`config.mk`:
```
export PLATFORM = sky130hd
export DESIGN_NAME = xcvr_tx_fifo_wr_arbiter
export DESIGN_NICKNAME = d
export VERILOG_FILES = /design/src/rtl/xcvr_tx_fifo_wr_arbiter.sv
export SDC_FILE = /design/constraint.sdc
export NUM_CORES = 1
export LEC_CHECK = 0
export BUFFER_PORTS_ARGS = -buffer_cell sky130_fd_sc_hd__buf_2
export CAP_MARGIN = 15
export CORE_AREA = 5 5 250 252
export DETAILED_ROUTE_END_ITERATION = 16
export DIE_AREA = 0 0 255 257
export PLACE_DENSITY_LB_ADDON = 0.2
export SLEW_MARGIN = 20
export SYNTH_ARGS = -nofsm -noshare
export SYNTH_HDL_FRONTEND = slang
export SYNTH_SLANG_ARGS = --single-unit
```
`constraint.sdc`:
```
create_clock -name clk -period 3.1 [get_ports clk]
set_clock_uncertainty 0.15 [all_clocks]
set_input_delay 0.31 -clock clk [delete_from_list [all_inputs] [get_ports clk]]
set_output_delay 0.31 -clock clk [all_outputs]
set_load 0.005 [all_outputs]
```
`src/rtl/xcvr_tx_fifo_wr_arbiter.sv`:
```
// Round-robin, burst-locked arbiter sharing the TX FIFO write port between pattern sources.
// Latency: grant registered one cycle after valid in IDLE; FIFO write is combinational in BURST.
// Backpressure: wrfull drops src_ready and fifo_wrreq in the same cycle, so no word is lost.
module xcvr_tx_fifo_wr_arbiter #(
    parameter int NUM_SRC   = 3,
    parameter int DATA_W    = 128,
    parameter int MAX_BURST = 16,
    parameter int CNT_W     = 32
) (
    input  logic                        clk,
    input  logic                        reset,
    input  logic                        enable,
    input  logic                        cnt_clear,
    input  logic [NUM_SRC-1:0]          src_valid,
    input  logic [NUM_SRC-1:0]          src_last,
    input  logic [NUM_SRC*DATA_W-1:0]   src_data,
    output logic [NUM_SRC-1:0]          src_ready,
    output logic [DATA_W-1:0]           fifo_data,
    output logic                        fifo_wrreq,
    input  logic                        fifo_wrfull,
    output logic                        busy,
    output logic [2:0]                  grant_id,
    output logic [NUM_SRC*CNT_W-1:0]    word_count,
    output logic [CNT_W-1:0]            stall_count
);

    localparam int                BEAT_W    = $clog2(MAX_BURST);
    localparam logic [BEAT_W-1:0] BEAT_LAST = BEAT_W'(MAX_BURST - 1);
    localparam logic [0:0]        ST_IDLE   = 1'b0;
    localparam logic [0:0]        ST_BURST  = 1'b1;

    logic [0:0]        state;
    logic [2:0]        last_grant;
    logic [BEAT_W-1:0] beat_cnt;
    logic              in_burst;
    logic              accept;
    logic              g_valid;
    logic              g_last;
    logic [DATA_W-1:0] g_data;
    logic              any_req;
    logic [2:0]        pick;

    assign in_burst = (state == ST_BURST);
    // Reset gates the write path combinationally so an abandoned burst writes nothing more.
    assign accept     = in_burst & g_valid & ~fifo_wrfull & ~reset;
    assign fifo_wrreq = accept;
    assign busy       = in_burst;
    assign fifo_data  = in_burst ? g_data : '0;

    // Select the granted source's valid/last/data.
    always_comb begin
        g_valid = 1'b0;
        g_last  = 1'b0;
        g_data  = '0;
        for (int i = 0; i < NUM_SRC; i++) begin
            if (grant_id == 3'(i)) begin
                g_valid = src_valid[i];
                g_last  = src_last[i];
                g_data  = src_data[i*DATA_W +: DATA_W];
            end
        end
    end

    // Ready goes only to the granted source and follows wrfull directly.
    always_comb begin
        src_ready = '0;
        for (int i = 0; i < NUM_SRC; i++) begin
            src_ready[i] = in_burst & ~reset & ~fifo_wrfull & (grant_id == 3'(i));
        end
    end

    // Round-robin search: first valid source starting at last_grant+1, wrapping.
    always_comb begin
        int idx;
        idx     = 0;
        any_req = 1'b0;
        pick    = 3'd0;
        for (int k = 1; k <= NUM_SRC; k++) begin
            idx = int'(last_grant) + k;
            if (idx >= NUM_SRC) idx = idx - NUM_SRC;
            for (int j = 0; j < NUM_SRC; j++) begin
                if (!any_req && (j == idx) && src_valid[j]) begin
                    any_req = 1'b1;
                    pick    = 3'(j);
                end
            end
        end
    end

    // Arbitration FSM: grant in IDLE, hold the grant until last beat or burst limit.
    always_ff @(posedge clk) begin
        if (reset) begin
            state      <= ST_IDLE;
            grant_id   <= 3'd0;
            last_grant <= 3'(NUM_SRC - 1);
            beat_cnt   <= '0;
        end else begin
            case (state)
                ST_IDLE: begin
                    if (enable && any_req) begin
                        grant_id   <= pick;
                        last_grant <= pick;
                        beat_cnt   <= '0;
                        state      <= ST_BURST;
                    end
                end
                ST_BURST: begin
                    if (accept) begin
                        if (g_last || (beat_cnt == BEAT_LAST)) begin
                            state <= ST_IDLE;
                        end else begin
                            beat_cnt <= beat_cnt + BEAT_W'(1);
                        end
                    end
                end
                default: state <= ST_IDLE;
            endcase
        end
    end

    // Per-source accepted-word counters, wrapping; clear wins over increment.
    for (genvar i = 0; i < NUM_SRC; i++) begin : g_wc
        logic [CNT_W-1:0] cnt;
        always_ff @(posedge clk) begin
            if (reset || cnt_clear) begin
                cnt <= '0;
            end else if (accept && (grant_id == 3'(i))) begin
                cnt <= cnt + CNT_W'(1);
            end
        end
        assign word_count[i*CNT_W +: CNT_W] = cnt;
    end

    // Stall counter: granted source has data but the FIFO is full; saturates.
    always_ff @(posedge clk) begin
        if (reset || cnt_clear) begin
            stall_count <= '0;
        end else if (in_burst && g_valid && fifo_wrfull && (stall_count != '1)) begin
            stall_count <= stall_count + CNT_W'(1);
        end
    end

endmodule

```
==> summary by stage, run 1 <==
Pwr
The leakage power figure is 6.15 nW. The internal power contribution is 3.48 mW. Net switching is 30.6% of the power. The share of total power in sequential cells is 35.2%. The switching component of the power is 1.53 mW.

The part of the power in combinational logic is 23.8%. The clock network is responsible for 40.9% of the overall power. The worst ir drop on vdd is 0.336 mV.

The ratio of total power to cell area is 333 nW/um^2.

Logic synthesis
After Yosys synthesis, XOR and XNOR cells account for 3.17% of the synthesized area. The part of the Yosys area used for sequential elements is 26.6%. The combinational family with the most area after synthesis is simple AND/OR/NAND/NOR gates.

The cell area after synthesis is 10200 um^2. Among all flip-flop cells after synthesis, the most frequent one is sky130_fd_sc_hd__dfxtp_1. The leading cell type by number of instances after synthesis is sky130_fd_sc_hd__nand2_1. Of all flip-flops after synthesis, the portion carrying an async set or reset was 0%. After synthesis, the share of cell area in mux cells is 13.7%. The commonest cells after synthesis are sky130_fd_sc_hd__nand2_1, sky130_fd_sc_hd__o21ai_0, sky130_fd_sc_hd__mux2i_1. After technology mapping, the gate count stands at 1402.

The adder and majority cell fraction of the synthesized area is 1.10%. Averaged over all synthesized cells, the footprint is 7.29 um^2. By area the synthesized netlist is led by sky130_fd_sc_hd__dfxtp_1, sky130_fd_sc_hd__mux2i_1, sky130_fd_sc_hd__o21ai_0, sky130_fd_sc_hd__and2_1, sky130_fd_sc_hd__nand2_1. The synthesized netlist contains 56 unique library cells. The synthesized design contains 0 enable-type register cells. The number of warnings reported in the yosys synthesis log is 0.

The synthesized design contains 136 register bits. The compound-gate portion of the synthesized area is 17.2%. After Yosys synthesis, and, or, nand and nor cells account for 33.2% of the synthesized area.

The number of nets handed over by synthesis was 1806. The share of the synthesized area in the top cell type is 26.6%. The cell type contributing the most total cell area after synthesis is sky130_fd_sc_hd__dfxtp_1.

Setup path
The setup path with the least slack is of type flip-flop to output pin. The critical path data arrival time is 2.53 ns. The critical path goes through buf_4 -> mux2i_1 -> o21ai_0 -> and2_1 -> buf_2.

Tracing the worst setup path back leads to its startpoint at grant_id[1]. The worst setup path is captured at an output pin. The critical path buffer and inverter count is 2. The type of element launching the critical path is a flip-flop. For the worst setup path, the data required time is 2.64 ns.

Grouping stages by cell kind, the critical path spends the most delay in buffers and inverters. The delay of the slowest cell on the worst path is 0.62 ns. The launch point of the worst reg-to-reg path is grant_id[1]. Of all nets on the critical path, the largest fanout is 33. The critical path's slowest cell is sky130_fd_sc_hd__mux2i_1.

Floorplanning
Pin placement for this block handled 659 I/O pins. The die is 255 um wide. The overall die height is 257 um. The core region area is 59900 um^2. The starting density of the core is 17.1%. The floorplan die area is 65500 um^2. The number of rows in the core area is 90.

Detailed routing
The detail route stage leaves a number of antenna-violating nets equal to 0. The post-route DRC violation count is 0. Dividing the detail-routed via count by the number of cells gives 4.63. The first TritonRoute pass finished after 5 iterations. In the final routed layout, each cell accounts on average for 22.0 um. The DRC violation total after the first TritonRoute iteration is 808. Summing over every cut layer, the via total after detailed routing is 13000.

The final routed wirelength across all metal layers is 62000 um.

Finish
In the final layout, the multi-input gates occupy 7020 um^2. The storage element area is 2730 um^2. From synthesis to final layout, the design area changed by 47.1%. The post-layout net count is 2414.

The number of fill cells in the layout is 6789. In the final layout, the share of cells above drive strength 1 is 36.3%.

Timing
The final critical-path setup slack is 0.106 ns. The share of the clock period used by the worst path after layout is 96.6%. The transition time at the pin with the least slew margin is 0.943 ns. The worst max-slew margin expressed relative to the limit is 37.1%.

In the final timing run, aggregate negative setup slack is 0 ns. The post-layout minimum cycle time is 2.99 ns. Setup violations remaining at the end of the flow were counted as 0.

Setup repair after global routing left no endpoint under its margin. The number of endpoints with negative hold slack in the final report is 0. The max-slew violation count is 0. Timing would allow up to 334 MHz.

Global route
The via count of the first global-routing pass came to 12600. The largest net degree at the start of global routing is 141. The number of antenna violations at the first check in global routing came to 36.

The first global-routing pass estimated 86500 um of wire. The global-route usage over all layers is 17.7%. The leftover overflow at the end of global routing is 0.

Run status
The flow ran to the end, and the final reports show no timing, DRC or antenna violations.

Clock network
The clock transition time at the flip-flop clock pins of the worst setup and hold paths is 0.07 ns. Post-CTS timing repair inserted 0 buffers for setup. The number of clock buffers added by TritonCTS is 17.

The CTS sink count is 136. Clock latency on the worst-skew pair, taken at its later pin, is 0.44 ns. In this run the deepest clock path goes through 2 buffers. After clock tree synthesis, the flow added hold-fix buffers numbering 0. TritonCTS built the clock tree. The level count of the clock H-tree is 4. The tree is rooted in a sky130_fd_sc_hd__clkbuf_16.

Placement
After legalization and detailed placement, the total HPWL measured 51100 um. In this run the tool buffered the top-level ports with 657 buffer cells. At the end of routability-driven placement, the weighted congestion stood at 1.01. The worst slack at placement is 0.443 ns.

Hold path
The class of the tightest hold or removal check is primary input to flip-flop. The worst hold path begins at src_valid[1].

Run
The number of maximum-capacitance violations is 0.
[area by class of cell]
cell class / instances / share of cell area (%)
timing repair buffer: 691 / 23.8
multi-input combinational: 1133 / 46.6
clock inverter: 13 / 0.990
inverter: 31 / 0.774
tap: 782 / 6.50
clock buffer: 19 / 2.88
sequential: 136 / 18.2
antenna: 14 / 0.233
[state kept, by name (all words and copies together), names as in the netlist]
| name | cells |
|---|---|
| last_grant | 1 |
| beat_cnt | 4 |
| stall_count | 32 |
| g_wc.cnt | 96 |
| grant_id | 2 |
| busy | 1 |
[stage by stage]
stage                     cell area, um^2  util, %  instances  hold slack (ns)  total power, mW
after floorplan                     10200        -       1402            0.299             2.34
after global placement              14400     24.1       2773            0.318             3.00
after detailed placement            14400     24.1       2773            0.333             3.00
after CTS                           15000     25.0       2805            0.137             5.10
after global routing                15000     25.1       2816            0.181             5.25
final                               15000     25.1       2819            0.175             5.01
[cell usage in the layout, fill, tap and decap left out, types with 15 or more instances in the layout]
cell type	Yosys	routed
sky130_fd_sc_hd__buf_2	0	657
sky130_fd_sc_hd__nand2_1	190	190
sky130_fd_sc_hd__o21ai_0	172	172
sky130_fd_sc_hd__mux2i_1	139	137
sky130_fd_sc_hd__and2_1	134	134
sky130_fd_sc_hd__dfxtp_1	136	133
sky130_fd_sc_hd__a21oi_1	69	69
sky130_fd_sc_hd__nor2_1	58	57
sky130_fd_sc_hd__or3_1	52	52
sky130_fd_sc_hd__nand4_1	46	46
sky130_fd_sc_hd__nand3_1	42	42
sky130_fd_sc_hd__inv_1	31	31
sky130_fd_sc_hd__o31ai_1	31	31
sky130_fd_sc_hd__buf_4	2	31
sky130_fd_sc_hd__or4_1	30	30
sky130_fd_sc_hd__xnor2_1	23	23
sky130_fd_sc_hd__nor4_1	22	22
sky130_fd_sc_hd__clkbuf_16	0	17
sky130_fd_sc_hd__nor3_1	15	15
[worst reg2reg max path: stages (launching register included)]
cell and delay (ns):
sky130_fd_sc_hd__dfxtp_4 0.47, sky130_fd_sc_hd__mux2i_1 0.17, sky130_fd_sc_hd__o21a_1 0.30, sky130_fd_sc_hd__or4_1 0.79
sky130_fd_sc_hd__or4_1 0.50, sky130_fd_sc_hd__a21oi_1 0.16
[power groups by stage]
stage	clock network [mW]	logic, mW	registers, mW
after floorplan	0	0.541	1.80
after global placement	0	1.20	1.80
after detailed placement	0	1.20	1.80
after CTS	2.13	1.21	1.76
after global routing	2.18	1.30	1.77
final	2.05	1.19	1.76
[timing repair]
action                                 in CTS  in global routing
gates resized for setup                     0                  2
endpoints found under the hold margin       0                  0
setup endpoints to repair                   0                  2
[final timing paths]
check	to	slack (ns)	depth (start not counted)
max	fifo_data[73]	0.11	5
max reg2reg	g_wc[1].cnt[26]	0.49	5
min	grant_id[0]	0.18	4
min reg2reg	g_wc[2].cnt[31]	0.34	2
[logic make-up (layout without fill, tap and decap cells)]
family / count (synthesis) / count (layout)
and+or+nand+nor: 635 / 635
other: 1 / 15
adders and majority gates: 9 / 9
AOI/OAI and AO/OA: 311 / 311
muxes: 140 / 140
DFF: 136 / 136
xor gates and xnor gates: 37 / 37
buffers and inverters: 133 / 754
[metal layers]
metal	part of all wire, %	vias to the layer above	GRT usage [%]
met5	0.10	-	0
met4	2.6	12	6.84
met3	6.6	85	4.64
met2	51	517	30.5
met1	40	6156	20.9
li1	-	6277	-
Power figures use the tool's default switching activity.
==> inputs of run 2 (changes only) <==
--- a/config.mk
+++ b/config.mk
@@ -7,9 +7,12 @@
 export LEC_CHECK = 0
 export BUFFER_PORTS_ARGS = -buffer_cell sky130_fd_sc_hd__buf_2
 export CAP_MARGIN = 15
-export CORE_AREA = 5 5 250 252
+export CELL_PAD_IN_SITES_DETAIL_PLACEMENT = 0
+export CELL_PAD_IN_SITES_GLOBAL_PLACEMENT = 2
+export CORE_AREA = 5 5 311 161
+export CTS_BUF_LIST = sky130_fd_sc_hd__clkbuf_4 sky130_fd_sc_hd__clkbuf_8
 export DETAILED_ROUTE_END_ITERATION = 16
-export DIE_AREA = 0 0 255 257
+export DIE_AREA = 0 0 316 166
 export PLACE_DENSITY_LB_ADDON = 0.2
 export SLEW_MARGIN = 20
 export SYNTH_ARGS = -nofsm -noshare
==> run 2 against run 1 <==
Sequential power about the same. Highest routed layer unchanged. Critical path type unchanged. Sequential cell count unchanged. Maximum frequency increased by 0.99%. Largest power group is now sequential cells. Sequential share of layout area increased by 0.29 points.
==> summary by stage, run 2 (synthesis gave the netlist of run 1 again) <==
Pwr
The analysis attributes to cell leakage a power of 6.12 nW. The part of the power in combinational logic is 25.7%. The internal power contribution is 3.09 mW. The power consumption is 4.56 mW. In this run the power spent charging and discharging nets is 1.47 mW. In this run the power density over the cells is 308 nW/um^2. The share of total power in the clock network is 35.6%. Net switching is 32.3% of the power.

The worst ir drop on vdd is 0.235 mV. Of the total power, registers draw 38.7%.

Placement
The worst slack at placement is 0.351 ns. The placed instances occupy a cell area of 14300 um^2. The cell total after placement is 2642. The global placer's final weighted congestion is 0.961. The number of buffer cells added on primary ports is 657. The detailed-placement wirelength estimate is 51700 um.

Setup path
Of all nets on the critical path, the largest fanout is 58. The setup path with the least slack is of type flip-flop to output pin. For the worst setup path, the data arrival time is 2.50 ns. The critical path's slowest cell is sky130_fd_sc_hd__dfxtp_4. Walking the worst path, the cells encountered are buf_4 -> buf_16 -> mux2i_4 -> o21ai_0 -> and2_1 -> buf_2. The worst register-to-register path has a depth of 6. The type of element launching the critical path is a flip-flop. The launch point of the worst reg-to-reg path is grant_id[1]. The worst-case register-to-register setup slack is 0.20 ns. The delay of the slowest cell on the worst path is 0.53 ns.

The worst reg2reg path endpoint is g_wc[0].cnt[18]. For the worst setup path, the data required time is 2.64 ns. STA classifies the critical path endpoint as an output pin.

Global route
The number of antenna violations at the first check in global routing is 48. The via count of the first global-routing pass came to 12400. Entering global routing, the biggest net connects 71 pins.

The leftover overflow at the end of global routing is 0. The global-route usage over all layers is 22.9%. The first global-routing pass estimated 88900 um of wire.

Finish
Cells fill 31.2% of the core in the end. The post-route standard cell area excluding fillers is 14800 um^2. In the layout the commonest cells are sky130_fd_sc_hd__buf_2, sky130_fd_sc_hd__nand2_1, sky130_fd_sc_hd__o21ai_0. The flip-flop count of the largest register after layout is 96. The area growth from synthesis to layout is 44.8%.

The fraction of layout instances using a drive strength above 1 is 36.4%. The library cell used most frequently in the layout, excluding fill and tap cells, is sky130_fd_sc_hd__buf_2. The number of fill cells in the layout is 5294. The post-layout net count is 2417. The finished layout holds 2702 standard cells, fillers aside. The register containing the most flip-flops in the final layout is g_wc.cnt. The largest registers in the layout are g_wc.cnt x96, stall_count x32, beat_cnt x4.

Floorplanning
The overall die height is 166 um. After floorplanning, the core was sized to cover 47400 um^2. Pin placement for this block handled 659 I/O pins.

The die covers 52500 um^2. The die is 316 um wide. The starting density of the core is 21.6%. The number of rows in the core area is 57.

Timing
The number of endpoints with negative hold slack in the final report is 0. The worst hold margin is 0.145 ns. In the final timing run, aggregate negative setup slack is 0 ns. The worst max-slew margin expressed relative to the limit is 43.5%. The final critical-path setup slack is 0.135 ns. Setup repair after global routing could not meet its margin everywhere. The post-layout minimum cycle time is 2.96 ns. Setup violations remaining at the end of the flow were counted as 0. The share of the clock period used by the worst path after layout is 95.6%. The transition time at the pin with the least slew margin is 0.848 ns. The top achievable clock speed is 337 MHz. The max-slew violation count is 0.

Clock network
TritonCTS built the clock tree. In this run the number of H-tree levels came out at 4. In this run the deepest clock path goes through 2 buffers. The clock transition time at the flip-flop clock pins of the worst setup and hold paths is 0.08 ns. The root buffer cell chosen for the clock tree is sky130_fd_sc_hd__clkbuf_8. The buffers inserted during post-CTS setup optimization is 0.

The clock drives 136 sinks. The later pin in the worst-skew pair is clocked with a latency of 0.48 ns. Counting the buffers created by CTS gives 17.

Detailed routing
The average routed wire per standard cell is 23.5 um. Wires add up to 63500 um. The first TritonRoute pass finished after 5 iterations.

The post-route DRC violation count is 0. Once detail routing completed, the nets flagged for antenna violations numbered 0. The DRC violation total after the first TritonRoute iteration is 982.

The detailed router placed 13100 vias in this run. Using the TritonRoute via totals, the vias-per-cell ratio works out to 4.86.

Hold path
The start point of the worst min-delay path is src_valid[1]. The path class of the tightest hold or removal check is primary input to flip-flop. The end of the worst hold path is grant_id[0]. The cell depth of the worst hold path is 4.

Run status
The flow ran to the end, and the final reports show no timing, DRC or antenna violations.

Run
Max-cap violations in this run came to 0.
run 2: critical path, delay by kind of cell (launching register included):
kind	cells	cell delay [ns]
AOI/OAI and AO/OA	1	0.11
buffers and inverters	3	0.68
DFF	1	0.53
muxes	1	0.40
and+or+nand+nor	1	0.18
run 2: how the worst max path moves through the flow:
stage | start | endpoint | cells after the start
after floorplan | grant_id[0] | last_grant[1] | 9
after global placement | grant_id[1] | g_wc[0].cnt[18] | 6
after detailed placement | grant_id[1] | stall_count[3] | 5
after CTS | grant_id[1] | fifo_data[84] | 6
after global routing | grant_id[1] | fifo_data[84] | 6
final | grant_id[1] | fifo_data[84] | 6
run 2: timing repair:
action,4_1_cts,5_1_grt
endpoints found under the setup margin,1,2
hold endpoints to repair,3,0
gates resized for setup,1,4
hold buffers,1,0
cloned,0,0
run 2: final cells by class:
cell class	count	area, um^2	share of cell area [%]
diodes	27	67.6	0.456
repair buffers	694	3640	24.6
well taps	649	812	5.49
flip-flops and latches	136	2730	18.5
clock inverters	14	175	1.18
inverters	31	116	0.786
clock buffers	18	241	1.63
multi-input cells	1133	7020	47.4
run 2: power groups by stage:
| stage | Sequential, mW | Clock, mW | Combinational (mW) |
|---|---|---|---|
| floorplan | 1.80 | 0 | 0.541 |
| global placement | 1.81 | 0 | 1.17 |
| detailed placement | 1.81 | 0 | 1.17 |
| CTS | 1.77 | 1.68 | 1.18 |
| global route | 1.77 | 1.76 | 1.29 |
| finish | 1.77 | 1.63 | 1.17 |
run 2: routing by layer:
layer	track usage, %	part of all wire (%)	up-vias
li1	-	-	6305
met1	30.8	44	6281
met2	37.4	47	459
met3	4.53	6.9	81
met4	6.39	2.2	14
met5	0	0.13	-
==> inputs of run 3 (changes only) <==
==> constraint.sdc (replaced) <==
create_clock -name clk -period 3.25 [get_ports clk]
set_clock_uncertainty 0.15 [all_clocks]
set_input_delay 0.325 -clock clk [delete_from_list [all_inputs] [get_ports clk]]
set_output_delay 0.325 -clock clk [all_outputs]
set_load 0.005 [all_outputs]
==> run 3 against run 2 <==
Hold slack improved by 0.00078 ns. Combinational power fell by 6%. Power fell by 0.76%. Die area did not move. Critical path depth fell by 1. Clock-buffer cell count rose by 3. First-iteration DRC count rose by 12%. Via count rose by 0.21%. Non-clock buffer count fell by 6. Sequential share of layout area barely moved. Utilization fell by 0.082 points. Largest power group is now clock. Highest routed layer unchanged.
==> summary by stage, run 3 (synthesis gave the netlist of run 1 again) <==
Run status
The flow ran to the end, and the final reports show no timing, DRC or antenna violations.

Setup path
The critical path's slowest cell is sky130_fd_sc_hd__dfxtp_4. The cell count of the worst reg-to-reg path is 6. The delay of the slowest cell on the worst path is 0.51 ns. Data on the critical path is required at its endpoint by 2.77 ns. The critical path goes through buf_12 -> mux2i_1 -> o21ai_0 -> and2_1 -> buf_2. The worst-path maximum fanout is 79. The category of the worst setup path capture point is an output pin. STA puts the critical path data arrival time at 2.62 ns. The type of element launching the critical path is a flip-flop.

The launch point of the worst reg-to-reg path is grant_id[1]. The worst reg2reg path endpoint is stall_count[29]. The worst-case register-to-register setup slack is 0.61 ns. The critical path is of the flip-flop to output pin type.

Timing
The setup violation total in the final timing report is 0. The top achievable clock speed is 323 MHz. The transition time at the pin with the least slew margin is 0.866 ns. The post-layout minimum cycle time is 3.10 ns.

The max-slew violation count was 0. Setup total negative slack on the finished layout was measured at 0 ns. The number of endpoints with negative hold slack in the final report came to 0. Setup repair after global routing left no endpoint under its margin. The worst max-slew margin expressed relative to the limit is 42.3%.

After layout, the worst path uses 95.4% of the clock period.

Detailed routing
The number of vias per cell after detailed routing is 4.89. The total via count in the routed design is 13200. In the final routed layout, each cell accounts on average for 23.3 um. The first-pass detailed-route iteration total is 6. The DRC violation total after the first TritonRoute iteration is 1097.

The final routed wirelength across all metal layers is 62800 um. The count of nets left with antenna violations once routing finished came out at 0. The post-route DRC violation count is 0.

Global route
The global-route usage over all layers is 22.6%. The first global-routing pass estimated 88100 um of wire. The number of antenna violations at the first check in global routing came to 49. After global routing the overflow that remains totals 0. The via count of the first global-routing pass is 12300. Entering global routing, the biggest net connects 121 pins.

Pwr
Registers are responsible for 37.3% of the overall power. Net switching is 30.6% of the power. In this run, the clock network consumes 38.4% of the power. For this design the total switching power over the nets is 1.39 mW. The worst ir drop on vdd is 0.262 mV. The ratio of total power to cell area is 307 nW/um^2.

The internal power contribution is 3.14 mW. The part of the power in combinational logic is 24.3%. The leakage power figure is 6.09 nW.

Clock network
The clock transition time at the flip-flop clock pins of the worst setup and hold paths is 0.09 ns. Post-CTS repair changed the size of 0 cells. The cell sitting at the root of the clock tree is a sky130_fd_sc_hd__clkbuf_8. Buffers inserted during clock tree synthesis total 17. The CTS sink count is 136.

The buffer depth of the longest clock path is 2. The level count of the clock H-tree is 4. The later pin in the worst-skew pair is clocked with a latency of 0.48 ns.

TritonCTS built the clock tree.

Hold path
The end of the worst hold path is grant_id[0]. The class of the tightest hold or removal check is primary input to flip-flop. The start point of the worst min-delay path is src_valid[1].

The cell depth of the worst hold path is 4.

Floorplanning
The floorplan step set the die width to 316 um. The overall die height is 166 um. The core region is 47400 um^2.

659 I/O pins were placed. For this configuration, the core starts out at a cell density of 21.6%. The floorplan has 57 rows.

The floorplan die area is 52500 um^2.

Finish
Leaving out fill and tap cells, the most frequent cells in the layout are sky130_fd_sc_hd__buf_2, sky130_fd_sc_hd__nand2_1, sky130_fd_sc_hd__o21ai_0. The fraction of layout instances using a drive strength above 1 is 36.2%. The register containing the most flip-flops in the final layout is g_wc.cnt. Relative to the synthesized area, the layout overhead comes to 44.4%. The library cell used most frequently in the layout, excluding fill and tap cells, is sky130_fd_sc_hd__buf_2. For this run, the post-layout net count is 2411. With fillers left out, the area of the finished cells amounts to 14800 um^2. Counting the fill cells in the layout gives 5335. The flip-flop count of the largest register after layout is 96. In the final layout, the registers with the most flip-flops are g_wc.cnt x96, stall_count x32, beat_cnt x4.

Placement
The count of buffers added on input and output ports is 657. Detailed placement finished with a half-perimeter wire length of 51600 um. Once placement finished, the instance area stood at 14200 um^2. The global placer's final weighted congestion is 0.931.

Run
The number of maximum-capacitance violations is 0.
==> run 3: power by group through the flow <==
stage / registers, mW / clock network (mW) / logic [mW]
6_report: 1.69 / 1.74 / 1.10
5_1_grt: 1.69 / 1.87 / 1.21
4_1_cts: 1.69 / 1.78 / 1.11
3_5_place_dp: 1.73 / 0 / 1.11
3_3_place_gp: 1.73 / 0 / 1.10
2_1_floorplan: 1.71 / 0 / 0.516
==> run 3: critical path: cells and delay by family, from the launching register on <==
family,cells,cell delay (ns)
simple gates,1,0.21
mux,1,0.22
buf+inv,2,0.56
flops,1,0.51
compound gates,1,0.51
==> run 3: what timing repair did <==
item,in CTS,in global routing
endpoints found under the hold margin,4,0
hold buffers,1,0
setup buffers,0,0
==> run 3: stage by stage <==
stage                     total power, mW  hold slack (ns)  std cells  setup WS (ns)  utilization [%]
after detailed placement             2.83            0.336       2636          0.583             30.0
after global routing                 4.77            0.139       2682         0.0198             31.1
final                                4.53            0.146       2695          0.151             31.1
after global placement               2.83            0.320       2636          0.665             30.0
after floorplan                      2.23            0.299       1402          0.790                -
after CTS                            4.58            0.117       2669          0.140             31.0
==> run 3: how the worst max path moves through the flow <==
| stage | to | depth (start not counted) | from |
|---|---|---|---|
| final | fifo_data[84] | 5 | grant_id[1] |
| after global routing | fifo_data[103] | 6 | grant_id[0] |
| after CTS | fifo_data[84] | 5 | grant_id[1] |
| after detailed placement | g_wc[1].cnt[31] | 7 | reset |
| after global placement | fifo_data[84] | 5 | grant_id[1] |
| after floorplan | last_grant[1] | 9 | grant_id[0] |
==> run 3: final cells by class <==
| class | count | area (um^2) | share of cell area [%] |
|---|---|---|---|
| multi-input cells | 1133 | 7010 | 47.5 |
| repair buffers | 688 | 3560 | 24.1 |
| flip-flops and latches | 136 | 2730 | 18.5 |
| well taps | 649 | 812 | 5.50 |
| clock buffers | 21 | 277 | 1.87 |
| clock inverters | 11 | 193 | 1.30 |
| inverters | 31 | 116 | 0.788 |
| diodes | 26 | 65.1 | 0.441 |
==> run 3: per-layer routing <==
| layer | up-vias | track usage, % | part of all wire [%] |
|---|---|---|---|
| met4 | 20 | 6.37 | 2.5 |
| met1 | 6234 | 30.9 | 44 |
| met5 | - | 0 | 0.20 |
| li1 | 6294 | - | - |
| met2 | 521 | 36.3 | 46 |
| met3 | 99 | 4.56 | 7.3 |
